===== config.mk =====
export PLATFORM = sky130hd
export DESIGN_NAME = mc_control_fsm_flat
export DESIGN_NICKNAME = d
export VERILOG_FILES = /design/src/rtl/mc_control_fsm_if.sv /design/src/rtl/mc_control_fsm.sv /design/src/flat_wrapper.sv
export SDC_FILE = /design/constraint.sdc
export NUM_CORES = 1
export LEC_CHECK = 0
export CORE_ASPECT_RATIO = 0.6
export CORE_MARGIN = 4
export CORE_UTILIZATION = 34
export DETAILED_ROUTE_END_ITERATION = 8
export PLACE_DENSITY = 0.67
export SETUP_SLACK_MARGIN = 0.1
export SLEW_MARGIN = 20
export SYNTH_ARGS = -nofsm -noshare
export SYNTH_HDL_FRONTEND = slang
export SYNTH_SLANG_ARGS = --single-unit

===== constraint.sdc =====
create_clock -name clk -period 1.9 [get_ports clk]
set_input_delay 0.38 -clock clk [delete_from_list [all_inputs] [get_ports clk]]
set_output_delay 0.38 -clock clk [all_outputs]
set_load 0.02 [all_outputs]

===== src/rtl/mc_control_fsm_if.sv =====
// Control-unit bundle: instruction/status inputs from the datapath and the
// strobes and mux selects the sequencer drives back into it.
interface mc_control_fsm_if #(
  parameter int unsigned ILEN  = 16,
  parameter int unsigned CNT_W = 16
);
  logic [ILEN-1:0]  instruction;
  logic             zero_flag;
  logic             mem_ready;
  logic             mem_req;
  logic             pc_write;
  logic             adr_src;
  logic             mem_wr;
  logic             ir_wr;
  logic             reg_wr;
  logic [1:0]       result_src;
  logic [2:0]       alu_control;
  logic [1:0]       alu_src_a;
  logic [1:0]       alu_src_b;
  logic [1:0]       imm_src;
  logic [3:0]       state;
  logic             illegal;
  logic [CNT_W-1:0] retired;

  modport master (
    input  instruction, zero_flag, mem_ready,
    output mem_req, pc_write, adr_src, mem_wr, ir_wr, reg_wr, result_src, alu_control,
           alu_src_a, alu_src_b, imm_src, state, illegal, retired
  );

  modport slave (
    output instruction, zero_flag, mem_ready,
    input  mem_req, pc_write, adr_src, mem_wr, ir_wr, reg_wr, result_src, alu_control,
           alu_src_a, alu_src_b, imm_src, state, illegal, retired
  );
endinterface


===== src/rtl/mc_control_fsm.sv =====
// Multicycle sequencer for the 16-bit core: fetch/decode/execute with a
// variable-latency memory handshake, branches, sticky trap and retire counter.
module mc_control_fsm #(
  parameter int unsigned ILEN   = 16,
  parameter int unsigned F3_LSB = 13,
  parameter int unsigned CNT_W  = 16,
  parameter int unsigned EN_JAL = 1
) (
  input  logic               clk,
  input  logic               rst_n,
  mc_control_fsm_if.master   bus
);

  typedef enum logic [3:0] {
    StFetch    = 4'd0,
    StDecode   = 4'd1,
    StMemAdr   = 4'd2,
    StMemRead  = 4'd3,
    StMemWb    = 4'd4,
    StMemWrite = 4'd5,
    StExecR    = 4'd6,
    StAluWb    = 4'd7,
    StExecI    = 4'd8,
    StBranch   = 4'd9,
    StJump     = 4'd10,
    StTrap     = 4'd11
  } state_e;

  localparam logic [2:0] AluAdd = 3'b000;
  localparam logic [2:0] AluSub = 3'b001;

  state_e           state_q, state_d;
  logic             illegal_q;
  logic [CNT_W-1:0] retired_q;
  logic             retire;

  logic [1:0] op;
  logic [2:0] func3;
  logic       is_jal;

  assign op     = bus.instruction[1:0];
  assign func3  = bus.instruction[F3_LSB+2:F3_LSB];
  assign is_jal = (op == 2'b11) && (func3 == 3'b101) && (EN_JAL != 0);

  // Only op and func3 are decoded; the rest of the word belongs to the datapath.
  logic unused_instr;
  assign unused_instr = ^bus.instruction;

  always_ff @(posedge clk) begin
    if (!rst_n) begin
      state_q   <= StFetch;
      illegal_q <= 1'b0;
      retired_q <= '0;
    end else begin
      state_q <= state_d;
      if (state_d == StTrap) illegal_q <= 1'b1;
      if (retire) retired_q <= retired_q + CNT_W'(1);
    end
  end

  always_comb begin
    state_d = state_q;
    retire  = 1'b0;
    case (state_q)
      StFetch:    if (bus.mem_ready) state_d = StDecode;
      StDecode: begin
        unique case (op)
          2'b00, 2'b01: state_d = StMemAdr;
          2'b10:        state_d = StExecR;
          default: begin
            case (func3)
              3'b111, 3'b110: state_d = StBranch;
              3'b101:         state_d = (EN_JAL != 0) ? StJump : StTrap;
              3'b100:         state_d = StTrap;
              default:        state_d = StExecI;
            endcase
          end
        endcase
      end
      StMemAdr:   state_d = (op == 2'b01) ? StMemWrite : StMemRead;
      StMemRead:  if (bus.mem_ready) state_d = StMemWb;
      StMemWrite: begin
        if (bus.mem_ready) begin
          state_d = StFetch;
          retire  = 1'b1;
        end
      end
      StExecR, StExecI: state_d = StAluWb;
      StMemWb, StAluWb, StBranch, StJump: begin
        state_d = StFetch;
        retire  = 1'b1;
      end
      StTrap:     state_d = StTrap;
      default:    state_d = StFetch;
    endcase
  end

  always_comb begin
    bus.mem_req     = 1'b0;
    bus.pc_write    = 1'b0;
    bus.adr_src     = 1'b0;
    bus.mem_wr      = 1'b0;
    bus.ir_wr       = 1'b0;
    bus.reg_wr      = 1'b0;
    bus.result_src  = 2'b00;
    bus.alu_control = AluAdd;
    bus.alu_src_a   = 2'b00;
    bus.alu_src_b   = 2'b00;
    bus.imm_src     = 2'b00;
    case (state_q)
      StFetch: begin
        bus.mem_req   = 1'b1;
        bus.alu_src_b = 2'b10;
        bus.ir_wr     = bus.mem_ready;
        bus.pc_write  = bus.mem_ready;
      end
      StDecode: begin
        // Branch/jump target is precomputed here from oldPC + imm.
        bus.alu_src_a = 2'b01;
        bus.alu_src_b = 2'b01;
        bus.imm_src   = is_jal ? 2'b11 : 2'b10;
      end
      StMemAdr: begin
        bus.alu_src_a = 2'b10;
        bus.alu_src_b = 2'b01;
        bus.imm_src   = (op == 2'b01) ? 2'b01 : 2'b00;
      end
      StMemRead: begin
        bus.mem_req = 1'b1;
        bus.adr_src = 1'b1;
      end
      StMemWb: begin
        bus.result_src = 2'b01;
        bus.reg_wr     = 1'b1;
      end
      StMemWrite: begin
        bus.mem_req = 1'b1;
        bus.mem_wr  = 1'b1;
        bus.adr_src = 1'b1;
      end
      StExecR: begin
        bus.alu_src_a   = 2'b10;
        bus.alu_control = func3;
      end
      StExecI: begin
        bus.alu_src_a   = 2'b10;
        bus.alu_src_b   = 2'b01;
        bus.alu_control = func3;
      end
      StAluWb: bus.reg_wr = 1'b1;
      StBranch: begin
        bus.alu_src_a   = 2'b10;
        bus.alu_src_b   = 2'b11;
        bus.alu_control = AluSub;
        bus.pc_write    = (func3 == 3'b111) ? !bus.zero_flag : bus.zero_flag;
      end
      StJump:  bus.pc_write = 1'b1;
      default: ;
    endcase
  end

  assign bus.state   = state_q;
  assign bus.illegal = illegal_q;
  assign bus.retired = retired_q;

endmodule


===== src/flat_wrapper.sv =====
// flat-port wrapper written by rule: the top's interface ports become plain ports
module mc_control_fsm_flat 
#(
  parameter int unsigned ILEN   = 16,
  parameter int unsigned F3_LSB = 13,
  parameter int unsigned CNT_W  = 16,
  parameter int unsigned EN_JAL = 1
)
  (clk, rst_n, bus_instruction, bus_zero_flag, bus_mem_ready, bus_mem_req, bus_pc_write, bus_adr_src, bus_mem_wr, bus_ir_wr, bus_reg_wr, bus_result_src, bus_alu_control, bus_alu_src_a, bus_alu_src_b, bus_imm_src, bus_state, bus_illegal, bus_retired);
  mc_control_fsm_if #(.ILEN(ILEN), .CNT_W(CNT_W)) bus_i ();
  input  logic clk;
  input  logic rst_n;
  input wire logic [$bits(bus_i.instruction)-1:0] bus_instruction;
  input wire logic [$bits(bus_i.zero_flag)-1:0] bus_zero_flag;
  input wire logic [$bits(bus_i.mem_ready)-1:0] bus_mem_ready;
  output wire logic [$bits(bus_i.mem_req)-1:0] bus_mem_req;
  output wire logic [$bits(bus_i.pc_write)-1:0] bus_pc_write;
  output wire logic [$bits(bus_i.adr_src)-1:0] bus_adr_src;
  output wire logic [$bits(bus_i.mem_wr)-1:0] bus_mem_wr;
  output wire logic [$bits(bus_i.ir_wr)-1:0] bus_ir_wr;
  output wire logic [$bits(bus_i.reg_wr)-1:0] bus_reg_wr;
  output wire logic [$bits(bus_i.result_src)-1:0] bus_result_src;
  output wire logic [$bits(bus_i.alu_control)-1:0] bus_alu_control;
  output wire logic [$bits(bus_i.alu_src_a)-1:0] bus_alu_src_a;
  output wire logic [$bits(bus_i.alu_src_b)-1:0] bus_alu_src_b;
  output wire logic [$bits(bus_i.imm_src)-1:0] bus_imm_src;
  output wire logic [$bits(bus_i.state)-1:0] bus_state;
  output wire logic [$bits(bus_i.illegal)-1:0] bus_illegal;
  output wire logic [$bits(bus_i.retired)-1:0] bus_retired;
  assign bus_i.instruction = bus_instruction;
  assign bus_i.zero_flag = bus_zero_flag;
  assign bus_i.mem_ready = bus_mem_ready;
  assign bus_mem_req = bus_i.mem_req;
  assign bus_pc_write = bus_i.pc_write;
  assign bus_adr_src = bus_i.adr_src;
  assign bus_mem_wr = bus_i.mem_wr;
  assign bus_ir_wr = bus_i.ir_wr;
  assign bus_reg_wr = bus_i.reg_wr;
  assign bus_result_src = bus_i.result_src;
  assign bus_alu_control = bus_i.alu_control;
  assign bus_alu_src_a = bus_i.alu_src_a;
  assign bus_alu_src_b = bus_i.alu_src_b;
  assign bus_imm_src = bus_i.imm_src;
  assign bus_state = bus_i.state;
  assign bus_illegal = bus_i.illegal;
  assign bus_retired = bus_i.retired;
  mc_control_fsm #(.ILEN(ILEN), .F3_LSB(F3_LSB), .CNT_W(CNT_W), .EN_JAL(EN_JAL)) u_core (.clk(clk), .rst_n(rst_n), .bus(bus_i));
endmodule

==> results.json <==
{
  "finalMaxSlewViolations": 0,
  "final_area_um2": 2620,
  "grt_use_total_pct": 16.8,
  "reg2reg_depth": 7,
  "worst_ep_required_time_ns": 1.52,
  "p_sw_share_pct": 38.9,
  "violations": "setup timing",
  "cts.clk_slew.worst_paths_ns": 0.08,
  "fin_tns_setup_ns": -0.00527,
  "yosysUniqueCellTypes": 44,
  "coreArea_um2": 4170,
  "grt_remaining_overflow": 0,
  "htreeDepth": 1,
  "chipWidth_um": 93.4,
  "finalClockSkew_ns": 0.00637,
  "cts_tree": "yes",
  "critical_path_class": "flop to output port",
  "rsz0062_at_grt": "true",
  "p_per_area_nw_per_um2": 785,
  "postSynthCellCount": 184,
  "dp.cells": 319,
  "synth_seq_cells": 21,
  "cp_cell_sequence": "nand2b_1, or2_4, a21oi_4, and2_4, buf_6",
  "die-area_um2": 5530,
  "drc": 0,
  "power_frac_clock_pct": 15.0,
  "r2r-end": "u_core.bus.retired[14]",
  "fin_cells": 335,
  "post-route-util_pct": 62.9,
  "cts-buffers-inserted": 3,
  "arrival_ns": 1.52,
  "p_leak_nw": 1.17,
  "ios": 58,
  "status": "finished with violations",
  "place_area_um2": 2310,
  "cp_max_fo": 7,
  "crit_end": "bus_alu_control[2]",
  "rows": 18,
  "syn2layout_area_growth_pct": 76.3,
  "finalCriticalPeriod_ns": 1.90,
  "hp-class": "flop to flop",
  "ir_drop_v": 0.000414,
  "period_share_pct": 100,
  "finalSetupViolCount": 2,
  "power_frac_comb_pct": 59.8,
  "cpMaxStageDelayCell": "dfxtp_4",
  "fp.dieH_um": 59.2,
  "start_util_pct": 35.7,
  "holdWs_ns": 0.503,
  "finalNetCount": 297,
  "grt_max_degree": 25,
  "synthDominantCellAreaShare_pct": 28.3,
  "routed_wl_um": 4770,
  "netlist_area_um2": 1490,
  "max_cap_violations": 0,
  "grt_pass1_wl_um": 7430,
  "ant_nets": 0,
  "reg2reg_from": "u_core.bus.state[3]",
  "yosys.area.top_type": "dfxtp_1",
  "ys.flop_type": "dfxtp_1",
  "dpl.hpwl_um": 3270,
  "io_buffers": 45,
  "ctsHoldBuffers": 0,
  "cts-root-buf": "clkbuf_8",
  "first_pass_iters": 4,
  "clk_latency_ns": 0.27,
  "grt_pass1_vias": 1552,
  "power_frac_seq_pct": 25.3,
  "layout-drive-gt1-share_pct": 41.8,
  "cp-start-kind": "flop",
  "worst-path-buf-inv": 1,
  "cp_num_cells": 5,
  "power_mw": 2.06,
  "dp_slack_ns": -0.581,
  "routedWlPerCell_um": 14.2,
  "synthArstFlopShare_pct": 0,
  "net-switching-power_uw": 801,
  "slowest_delay_ns": 0.38,
  "antenna_found_initial": 0,
  "num_vias": 1624,
  "synth_nets": 205,
  "antenna_cells": 0,
  "cp_top_family": "simple AND/OR/NAND/NOR gates",
  "synth-edff-count": 0,
  "drt-initial-drc-count": 69,
  "via_per_inst": 4.85,
  "cts_sinks": 21,
  "power.internal_mw": 1.26,
  "timing.critical_path.from": "u_core.bus.state[1]",
  "hold_viol_final": 0,
  "gp_congestion": 0.842,
  "fmax_mhz": 525,
  "yosys-top-cells-area": "dfxtp_1, a2111oi_4, nand2_1",
  "crit_path_end_kind": "output port",
  "worst_slack_ns": -0.00470,
  "yosysWarnings": 0,
  "synth-seq-area-share_pct": 28.3,
  "synth.avg_cell_area_um2": 8.08,
  "cts_buffer_depth": 2,
  "reg2reg_slack_ns": 0.01
}
## worst min path at each step
stage | startpoint | to | slack, ns | cells past startpoint
finish | u_core.bus.retired[13] | u_core.bus.retired[13] | 0.50 | 2
floorplan | rst_n | u_core.bus.retired[11] | 0.53 | 2
global route | u_core.bus.retired[13] | u_core.bus.retired[13] | 0.55 | 2
CTS | u_core.bus.retired[13] | u_core.bus.retired[13] | 0.51 | 2
global placement | u_core.bus.retired[15] | u_core.bus.retired[15] | 0.47 | 2
detailed placement | u_core.bus.retired[15] | u_core.bus.retired[15] | 0.49 | 2
## tightest hold or removal path: cells and delay by family (launching register included)
kind | cells | cell delay [ns]
flip-flops | 1 | 0.35
AND/OR/NAND/NOR | 1 | 0.06
multiplexers | 1 | 0.05
## power by group through the flow
stage	registers [mW]	clock network [mW]	logic [mW]
global placement	0.512	0	1.02
global route	0.524	0.332	1.32
floorplan	0.522	0	0.521
detailed placement	0.512	0	1.02
finish	0.520	0.308	1.23
CTS	0.516	0.313	1.09
## metal layers
layer,global-route usage [%],share of wire (%),up-vias
met1,24.0,50,743
met4,2.92,1.4,0
met2,24.9,42,49
met5,0,0,-
li1,-,-,823
met3,5.71,7.0,9
## placed cells by master (no fill, tap or decap), types with 3 or more instances in the layout
cell | synthesis | routed
dfxtp_4 | 0 | 4
nand3_1 | 11 | 8
nand4_1 | 5 | 5
xor2_1 | 9 | 9
dlygate4sd2_1 | 0 | 6
nor2_1 | 10 | 6
buf_6 | 2 | 12
dfxtp_1 | 21 | 17
nand3_2 | 0 | 3
a21oi_1 | 10 | 6
buf_4 | 2 | 45
clkdlybuf4s50_1 | 0 | 18
xnor2_1 | 4 | 3
buf_2 | 1 | 7
a2111oi_4 | 3 | 4
nand2b_4 | 0 | 3
nand2b_1 | 11 | 8
clkbuf_2 | 0 | 3
mux2i_1 | 6 | 6
clkbuf_8 | 0 | 3
nand2_1 | 22 | 22
and2_1 | 13 | 12
inv_1 | 7 | 6
dlymetal6s2s_1 | 0 | 4
a211oi_2 | 1 | 3
## area by class of cell
class	count	area, µm²
clock buffer	3	41.3
clock inverter	1	7.51
fill	360	1550
inverter	7	26.3
multi-input combinational	144	1160
sequential	21	435
tap	60	75.1
timing repair buffer	99	871
## Yosys cell counts, types with 2 or more instances
cell and count:
buf_4 2, nand3_1 11, nand2b_1 11, mux2i_1 6, a2111oi_4 3, or2_2 2, nand4_1 5, and3_1 2
nor2_1 10, o22ai_1 2, a21oi_1 10, nor2b_1 4, o21ai_0 3, and2_1 13, a211oi_1 2, dfxtp_1 21
o21a_1 2, xnor2_1 4, clkbuf_1 6, buf_6 2, nand2_1 22, a21boi_0 2, inv_1 7, or3_1 2
xor2_1 9, nor3b_1 2, o21ba_2 2
## cells by family after synthesis
| group | synth area share [%] |
|---|---|
| other | 0.252 |
| and+or+nand+nor | 30.9 |
| buffers and inverters | 6.40 |
| AOI/OAI and AO/OA | 21.6 |
| xor gates and xnor gates | 7.66 |
| DFF | 28.3 |
| muxes | 4.04 |
| adders and majority gates | 0.842 |
## state kept, by name (all words and copies together) (netlist names)
| name | count |
|---|---|
| u_core.bus.illegal | 1 |
| u_core.bus.state | 4 |
| u_core.bus.retired | 16 |
## repair_timing
| action | in CTS | in global routing |
|---|---|---|
| setup buffers | 7 | 5 |
| pin swaps | 22 | 10 |
| endpoints found under the hold margin | 0 | 0 |
| resized for setup | 104 | 35 |
| setup endpoints to repair | 35 | 34 |
No activity file was read; power rests on OpenSTA's default activity.
